[config.mk]
export PLATFORM = sky130hd
export DESIGN_NAME = uart_tx
export DESIGN_NICKNAME = d
export VERILOG_FILES = /design/src/rtl/uart_pkg.sv /design/src/rtl/uart_baud_gen.sv /design/src/rtl/uart_tx.sv
export SDC_FILE = /design/constraint.sdc
export NUM_CORES = 1
export LEC_CHECK = 0
export CORE_MARGIN = 5
export CORE_UTILIZATION = 32
export DETAILED_ROUTE_END_ITERATION = 10
export GPL_TIMING_DRIVEN = 0
export PLACE_DENSITY = 0.61
export SLEW_MARGIN = 10
export SYNTH_ARGS = -nofsm -noshare
export SYNTH_HDL_FRONTEND = slang
export SYNTH_HIERARCHICAL = 1
export SYNTH_SLANG_ARGS = --single-unit
[constraint.sdc]
create_clock -name clk -period 3.3 [get_ports clk]
set_clock_uncertainty 0.1 [all_clocks]
set_input_delay 0.33 -clock clk [delete_from_list [all_inputs] [get_ports clk]]
set_output_delay 0.33 -clock clk [all_outputs]
set_load 0.02 [all_outputs]
[src/rtl/uart_pkg.sv]
// Shared UART definitions: state encoding, default link constants and a
// frame-length helper, common to uart_tx and the future uart_rx.
package uart_pkg;

  localparam int unsigned DefClksPerBit = 868;  // 100 MHz / 115200
  localparam int unsigned DefDataBits   = 8;

  typedef enum logic [2:0] {
    StIdle   = 3'd0,
    StStart  = 3'd1,
    StData   = 3'd2,
    StParity = 3'd3,
    StStop   = 3'd4
  } uart_state_e;

  // Clock cycles occupied by one complete frame on the line.
  function automatic int unsigned uart_frame_cycles(input int unsigned clks_per_bit,
                                                    input int unsigned data_bits,
                                                    input int unsigned stop_bits,
                                                    input bit          parity_en);
    return (1 + data_bits + (parity_en ? 1 : 0) + stop_bits) * clks_per_bit;
  endfunction

endpackage

[src/rtl/uart_baud_gen.sv]
// Bit-period counter: counts 0..CLKS_PER_BIT-1 and flags the last cycle of
// each bit with tick_o. clear_i holds the count at zero.
module uart_baud_gen
  import uart_pkg::*;
#(
  parameter int unsigned CLKS_PER_BIT = DefClksPerBit
) (
  input  logic clk,
  input  logic rst,
  input  logic clear_i,
  output logic tick_o
);

  localparam int unsigned CntW = (CLKS_PER_BIT > 1) ? $clog2(CLKS_PER_BIT) : 1;
  localparam logic [CntW-1:0] CntLast = CntW'(CLKS_PER_BIT - 1);

  logic [CntW-1:0] cnt_q, cnt_d;

  assign tick_o = (cnt_q == CntLast);

  // Next count: wrap on the last cycle of a bit, hold at zero while cleared.
  always_comb begin
    cnt_d = cnt_q + CntW'(1);
    if (clear_i || tick_o) begin
      cnt_d = '0;
    end
  end

  // Count register.
  always_ff @(posedge clk or posedge rst) begin
    if (rst) begin
      cnt_q <= '0;
    end else begin
      cnt_q <= cnt_d;
    end
  end

endmodule

[src/rtl/uart_tx.sv]
// UART transmitter: valid/ready word in, async frame out on tx_o
// (start, data LSB first, optional parity, stop bits). tx_o and done_o are flops.
// Optional parity bit enabled by defining UART_TX_PARITY_EN.
module uart_tx
  import uart_pkg::*;
#(
  parameter int unsigned CLKS_PER_BIT = DefClksPerBit,
  parameter int unsigned DATA_BITS    = DefDataBits,
  parameter int unsigned STOP_BITS    = 1,
  parameter int unsigned PARITY_ODD   = 0
) (
  input  logic                 clk,
  input  logic                 rst,
  input  logic [DATA_BITS-1:0] tx_data_i,
  input  logic                 tx_valid_i,
  output logic                 tx_ready_o,
  output logic                 tx_o,
  output logic                 busy_o,
  output logic                 done_o
);

  if (CLKS_PER_BIT < 2 || DATA_BITS < 5 || DATA_BITS > 9 || STOP_BITS < 1 ||
      STOP_BITS > 2 || PARITY_ODD > 1) begin : g_bad_params
    $error("uart_tx: illegal parameter value");
  end

  localparam int unsigned BitW = $clog2(DATA_BITS);
  localparam logic [BitW-1:0] DataLast = BitW'(DATA_BITS - 1);
  localparam logic [BitW-1:0] StopLast = BitW'(STOP_BITS - 1);

  uart_state_e          state_q, state_d;
  logic [DATA_BITS-1:0] shreg_q, shreg_d;
  logic [BitW-1:0]      bit_cnt_q, bit_cnt_d;
  logic                 tx_q, tx_d;
  logic                 done_q, done_d;
  logic                 tick;
  logic                 handshake;

  assign tx_ready_o = (state_q == StIdle);
  assign busy_o     = ~tx_ready_o;
  assign handshake  = tx_valid_i & tx_ready_o;
  assign tx_o       = tx_q;
  assign done_o     = done_q;

  // Baud counter runs only while a frame is on the line.
  uart_baud_gen #(
    .CLKS_PER_BIT(CLKS_PER_BIT)
  ) u_baud (
    .clk    (clk),
    .rst    (rst),
    .clear_i(tx_ready_o),
    .tick_o (tick)
  );

`ifdef UART_TX_PARITY_EN
  logic parity_q, parity_d;

  // Parity of the latched word, captured at handshake time.
  always_ff @(posedge clk or posedge rst) begin
    if (rst) begin
      parity_q <= 1'b0;
    end else begin
      parity_q <= parity_d;
    end
  end

  assign parity_d = handshake ? ((^tx_data_i) ^ PARITY_ODD[0]) : parity_q;
`endif

  // Frame sequencing: next state, shift register, bit counter and output bits.
  always_comb begin
    state_d   = state_q;
    shreg_d   = shreg_q;
    bit_cnt_d = bit_cnt_q;
    tx_d      = tx_q;
    done_d    = 1'b0;
    unique case (state_q)
      StIdle: begin
        tx_d = 1'b1;
        if (handshake) begin
          shreg_d   = tx_data_i;
          bit_cnt_d = '0;
          tx_d      = 1'b0;
          state_d   = StStart;
        end
      end
      StStart: begin
        if (tick) begin
          tx_d      = shreg_q[0];
          shreg_d   = shreg_q >> 1;
          bit_cnt_d = '0;
          state_d   = StData;
        end
      end
      StData: begin
        if (tick) begin
          if (bit_cnt_q == DataLast) begin
            bit_cnt_d = '0;
`ifdef UART_TX_PARITY_EN
            tx_d    = parity_q;
            state_d = StParity;
`else
            tx_d    = 1'b1;
            state_d = StStop;
`endif
          end else begin
            tx_d      = shreg_q[0];
            shreg_d   = shreg_q >> 1;
            bit_cnt_d = bit_cnt_q + BitW'(1);
          end
        end
      end
`ifdef UART_TX_PARITY_EN
      StParity: begin
        if (tick) begin
          tx_d    = 1'b1;
          state_d = StStop;
        end
      end
`endif
      StStop: begin
        // bit_cnt_q counts stop bits here.
        if (tick) begin
          if (bit_cnt_q == StopLast) begin
            done_d  = 1'b1;
            state_d = StIdle;
          end else begin
            bit_cnt_d = bit_cnt_q + BitW'(1);
          end
        end
      end
      default: begin
        tx_d    = 1'b1;
        state_d = StIdle;
      end
    endcase
  end

  // State and datapath registers; reset aborts any frame and idles the line.
  always_ff @(posedge clk or posedge rst) begin
    if (rst) begin
      state_q   <= StIdle;
      shreg_q   <= '0;
      bit_cnt_q <= '0;
      tx_q      <= 1'b1;
      done_q    <= 1'b0;
    end else begin
      state_q   <= state_d;
      shreg_q   <= shreg_d;
      bit_cnt_q <= bit_cnt_d;
      tx_q      <= tx_d;
      done_q    <= done_d;
    end
  end

endmodule

Yosys cells after proc, flatten, opt, wreduce, memory -nomap -nowiden --
Index checks and enable logic that the tools add are counted.
Cells by class: $add $sub $neg 2, equality and inequality tests 13, mux-type cells 28, bitwise operators 3, reduce and logical (&&, ||, !) cells 9
Operators by type and width (number):
- 3-bit 2-to-1 mux | 12
- 8-bit 2-to-1 mux | 4
- 3-bit one-hot mux with 4 select lines | 2
- 8-bit one-hot mux with 3 select lines | 1
- 6-bit AND reduction | 2
- 10-bit by 1-bit adder with 10-bit output (second input constant) | 1
- 10-bit == test (second input constant) | 1
- 10-bit 2-to-1 mux | 1
- 2-bit by 1-bit inequality test with 1-bit output (second input constant) | 4
- 2-bit inequality test (second input constant) | 4
- 1-bit 2-to-1 mux | 7
- 3-bit == test (second input constant) | 2
- 3-bit zero test | 2
- 5-bit AND reduction | 1
- 1-bit one-hot mux with 4 select lines | 1
- 4-bit nonzero test | 1
- 3-bit by 1-bit adder with 3-bit output (second input constant) | 1
- 3-bit by 1-bit == test with 1-bit output (second input constant) | 1
- 3-bit by 2-bit == test with 1-bit output (second input constant) | 1
- 3-bit AND reduction | 1
- 3-bit nonzero test | 1
- 1-bit NOT | 2
- 1-bit bitwise AND | 1
- 1-bit logical OR | 1
Word-level totals: register bits after elaboration 26, input bits 11, output and inout bits 4, logic and storage cells 61

Depth between registers and ports, before layout --
depth after elaboration 4, gate-level depth with buffers 8, gate-level depth less buffers 7

Hierarchy --
Netlist, hierarchy kept.
By module, submodules not included:
- uart_tx | times used 1, cells each 91, area each 1049.8 um2, sequential area each 401.6 um2
- uart_baud_gen | times used 1, cells each 57, area each 569.3 um2, sequential area each 250.2 um2

Least setup slack after synthesis --
No wires, ideal clock.
path kind reg2reg, start register u_baud.cnt_q[0], end register shreg_q[7], library setup time 0.128 ns, arrival time 2.092 ns, data required time 3.072 ns, path slack 0.980 ns, stages on the path, launching flop included 9, buffers on the path 1, clock period less this slack 2.320 ns, path through dfrtp_1 ha_1 nand4bb_4 nor4_1 clkbuf_1 nor2b_1 o21ai_2 nand2_4 mux2_1
Between the ends: longest elaborated chain between the ends 3, elaborated cells on any way between the ends 4, classes of those cells eq/ne: 3; reduce/logical: 1
RTL lines:
- start: declaration | RTL line uart_baud_gen.sv:17 | logic [CntW-1:0] cnt_q, cnt_d;
- start signal: assignment | RTL line uart_baud_gen.sv:34 | cnt_q <= cnt_d;
- 10-bit == test (*) | RTL line uart_baud_gen.sv:19 | assign tick_o = (cnt_q == CntLast);
- net tick | RTL line uart_tx.sv:36 | logic tick;
- 2-bit by 1-bit inequality test with 1-bit output (no source line)
- 5-bit AND reduction (no source line) (*)
- end signal: assignment | RTL line uart_tx.sv:149 | shreg_q <= shreg_d;
- end: declaration | RTL line uart_tx.sv:32 | logic [DATA_BITS-1:0] shreg_q, shreg_d;
The timed path passes the listed nets; every way through them passes the cells marked *. A chain may end at the register's enable or synchronous reset.

Final worst setup path --
Same ends and word-level chain as after synthesis.

==> impl_metrics.json <==
{
  "syn_inst": 148,
  "muxShareOfSynthArea": 0.157,
  "placed_cell_area_sq_um": 1840,
  "ios": 15,
  "cts_buffer_depth": 2,
  "crit_fanout": 9,
  "synth_top_area_frac": 0.386,
  "grt_max_degree": 17,
  "cts_buffers": 3,
  "netlist_area_sq_um": 1620,
  "rows": 25,
  "outcome": "finished, final reports clean",
  "drv_cap": 0,
  "synthTopCellsByArea": "dfrtp_1 (39%), mux2_4 (13%), ha_1 (3.1%), nor2_1 (2.6%), nand3_1 (2.5%)",
  "ys.flop_type": "dfrtp_1",
  "power.density_nw_per_um2": 455,
  "setup_viol": 0,
  "synth_fa_ha_area_frac": 0.0309,
  "antenna_found_initial": 0,
  "ys_ff_latch": 26,
  "dieHeight_microns": 81.1,
  "synth_cell_types": 48,
  "final_nets": 182,
  "cts_hold_buf": 0,
  "ys_warn_count": 6,
  "h-tree-depth": 1,
  "wl_microns": 2870,
  "clk_latency_ps": 260,
  "viasPerCell": 4.67,
  "die_area_sq_um": 6580,
  "grt_setup_unrepaired": "no",
  "layout_commonest_cell": "dfrtp_1",
  "synth_enable_flop_cells": 0,
  "syn_area_per_cell_sq_um": 10.9,
  "grt_pass1_vias": 1105,
  "syn_nets": 163,
  "drc_errors": 0,
  "hold_viol": 0,
  "cts_tree": "done",
  "cp-start-kind": "flop",
  "grtUsageTotal": 0.0993,
  "synth-xor-area-share": 0.0263,
  "gp_congestion": 0.743,
  "clkTransAtPathRegs_ps": 90,
  "synth-simple-area-share": 0.213,
  "place.port_buffers": 14,
  "cp.arrival_ps": 2750,
  "fin_area_sq_um": 1900,
  "areaGrowthSynthToFinish_pct": 17.2,
  "ys_async_sr_fraction": 1.00,
  "drt_iter0_markers": 37,
  "fin_crit_sh": 0.817,
  "core_sq_um": 4820,
  "clock.fmax_ghz": 0.371,
  "p_leak_nw": 0.848,
  "grt_pass1_wl_microns": 5130,
  "irDropWorstVdd_mv": 0.226,
  "yosysTopAreaCell": "dfrtp_1",
  "grt.overflow.total": 0,
  "layout_common_cells": "dfrtp_1 (25), mux2_4 (14), clkdlybuf4s50_1 (14)",
  "dp_hpwl_microns": 2130,
  "worstSetupEndpointType": "flop",
  "layout-drive-gt1-share": 0.229,
  "crit_required_ps": 3350,
  "synth_top_family_by_area": "simple AND/OR/NAND/NOR gates",
  "ctsResizeCount": 0,
  "period_needed_ps": 2700,
  "regToRegStartpoint": "u_baud/cnt_q[0]$_DFF_PP0_",
  "fp.dieW_microns": 81.1,
  "ant_nets": 0,
  "relSlewSlack": 0.583,
  "cts-root-buf": "clkbuf_8",
  "synth_compound_area_frac": 0.111,
  "fin_ws_ps": 605,
  "diodes": 0,
  "wire_per_inst_microns": 12.3,
  "drt-pass1-iter-count": 4,
  "place_ws_ps": 613,
  "ys_seq_area_frac": 0.403,
  "clock-sinks": 26,
  "crit_path_start": "u_baud/cnt_q[0]$_DFF_PP0_",
  "tns_ps": 0,
  "drv_slew": 0,
  "worstMarginPinSlew_ps": 625,
  "cts_setup_buffers": 0,
  "rr_worst_depth": 8,
  "path_class": "flop to flop",
  "initial_core_util": 0.336,
  "fill_cells": 510,
  "vias": 1088,
  "hold_class": "input port to async pin"
}
## final cells by class
type,count,area (sq um),area share
repair buffers,14,140,0.0738
plain buffers,8,62.6,0.0330
inverters,9,33.8,0.0178
clock buffers,4,55.1,0.0290
multi-input cells,105,871,0.459
flip-flops and latches,26,652,0.343
well taps,67,83.8,0.0442
## report_power, final
group	internal [W]	switching (W)	total, W	leakage, nW
registers	0.000377	0.0000633	0.000440	0.320
clock network	0.000106	0.0000951	0.000202	0.0288
logic	0.000123	0.0000986	0.000222	0.499
total	0.000607	0.000257	0.000864	0.848
## flip-flops by register name (all words and copies together), names as in the netlist
| signal | flops |
|---|---|
| tx_o | 1 |
| bit_cnt_q | 3 |
| shreg_q | 8 |
| state_q | 3 |
| done_o | 1 |
| u_baud/cnt_q | 10 |
## cells by family (layout without fill, tap and decap cells)
| family | after synthesis | after routing |
|---|---|---|
| adder cells (fa/ha/maj) | 4 | 4 |
| AND/OR/NAND/NOR | 55 | 55 |
| AO/OA/AOI/OAI | 24 | 24 |
| multiplexers | 18 | 18 |
| buffers and inverters | 17 | 35 |
| XOR/XNOR | 4 | 4 |
| flip-flops | 26 | 26 |
## Yosys cell counts (2+ instances only)
cell / count
and2_1: 2
buf_6: 3
ha_1: 4
nor2b_1: 4
mux2_2: 2
nor3_1: 2
nor2_1: 11
nand4_1: 2
mux2_4: 14
or3_1: 5
nand2b_1: 3
nand2_1: 6
dfrtp_1: 25
xor2_1: 2
nor3b_1: 2
nand3_1: 8
a21oi_1: 7
o21ai_0: 6
inv_1: 9
buf_4: 2
buf_2: 2
## final timing paths
check                                             to  slack (ps)
max                           shreg_q[7]$_DFFE_PP0P_         600
min                        u_baud/cnt_q[0]$_DFF_PP0_         260
max reg2reg                   shreg_q[7]$_DFFE_PP0P_         600
min reg2reg                   shreg_q[7]$_DFFE_PP0P_         400
max in group asynchronous     state_q[1]$_DFFE_PP0P_        2330
min in group clk              shreg_q[7]$_DFFE_PP0P_         400
## per-layer routing
| metal | global-route usage | vias to the layer above | routed length, microns |
|---|---|---|---|
| li1 | - | 562 | - |
| met1 | 0.139 | 510 | 1500 |
| met2 | 0.155 | 14 | 1250 |
| met3 | 0.0288 | 2 | 112 |
| met4 | 0.0152 | 0 | 19 |
| met5 | 0 | - | 0 |
## through the flow
step           hold slack [ps]  instances   util  total power (W)
2_1_floorplan             70.2        148      -         0.000613
3_3_place_gp               377        229  0.383         0.000666
3_5_place_dp               385        229  0.383         0.000671
4_1_cts                    273        233  0.394         0.000878
5_1_grt                    316        233  0.394         0.000927
6_report                   265        233  0.394         0.000864
## critical path, stage by stage (launching register included)
cell	delay (ps)
dfrtp_1	440
ha_1	330
nand4bb_4	160
nor4_1	240
clkbuf_1	370
nor2b_1	310
o21ai_2	110
nand2_4	170
mux2_1	340
(Power assumes the default switching activity.)
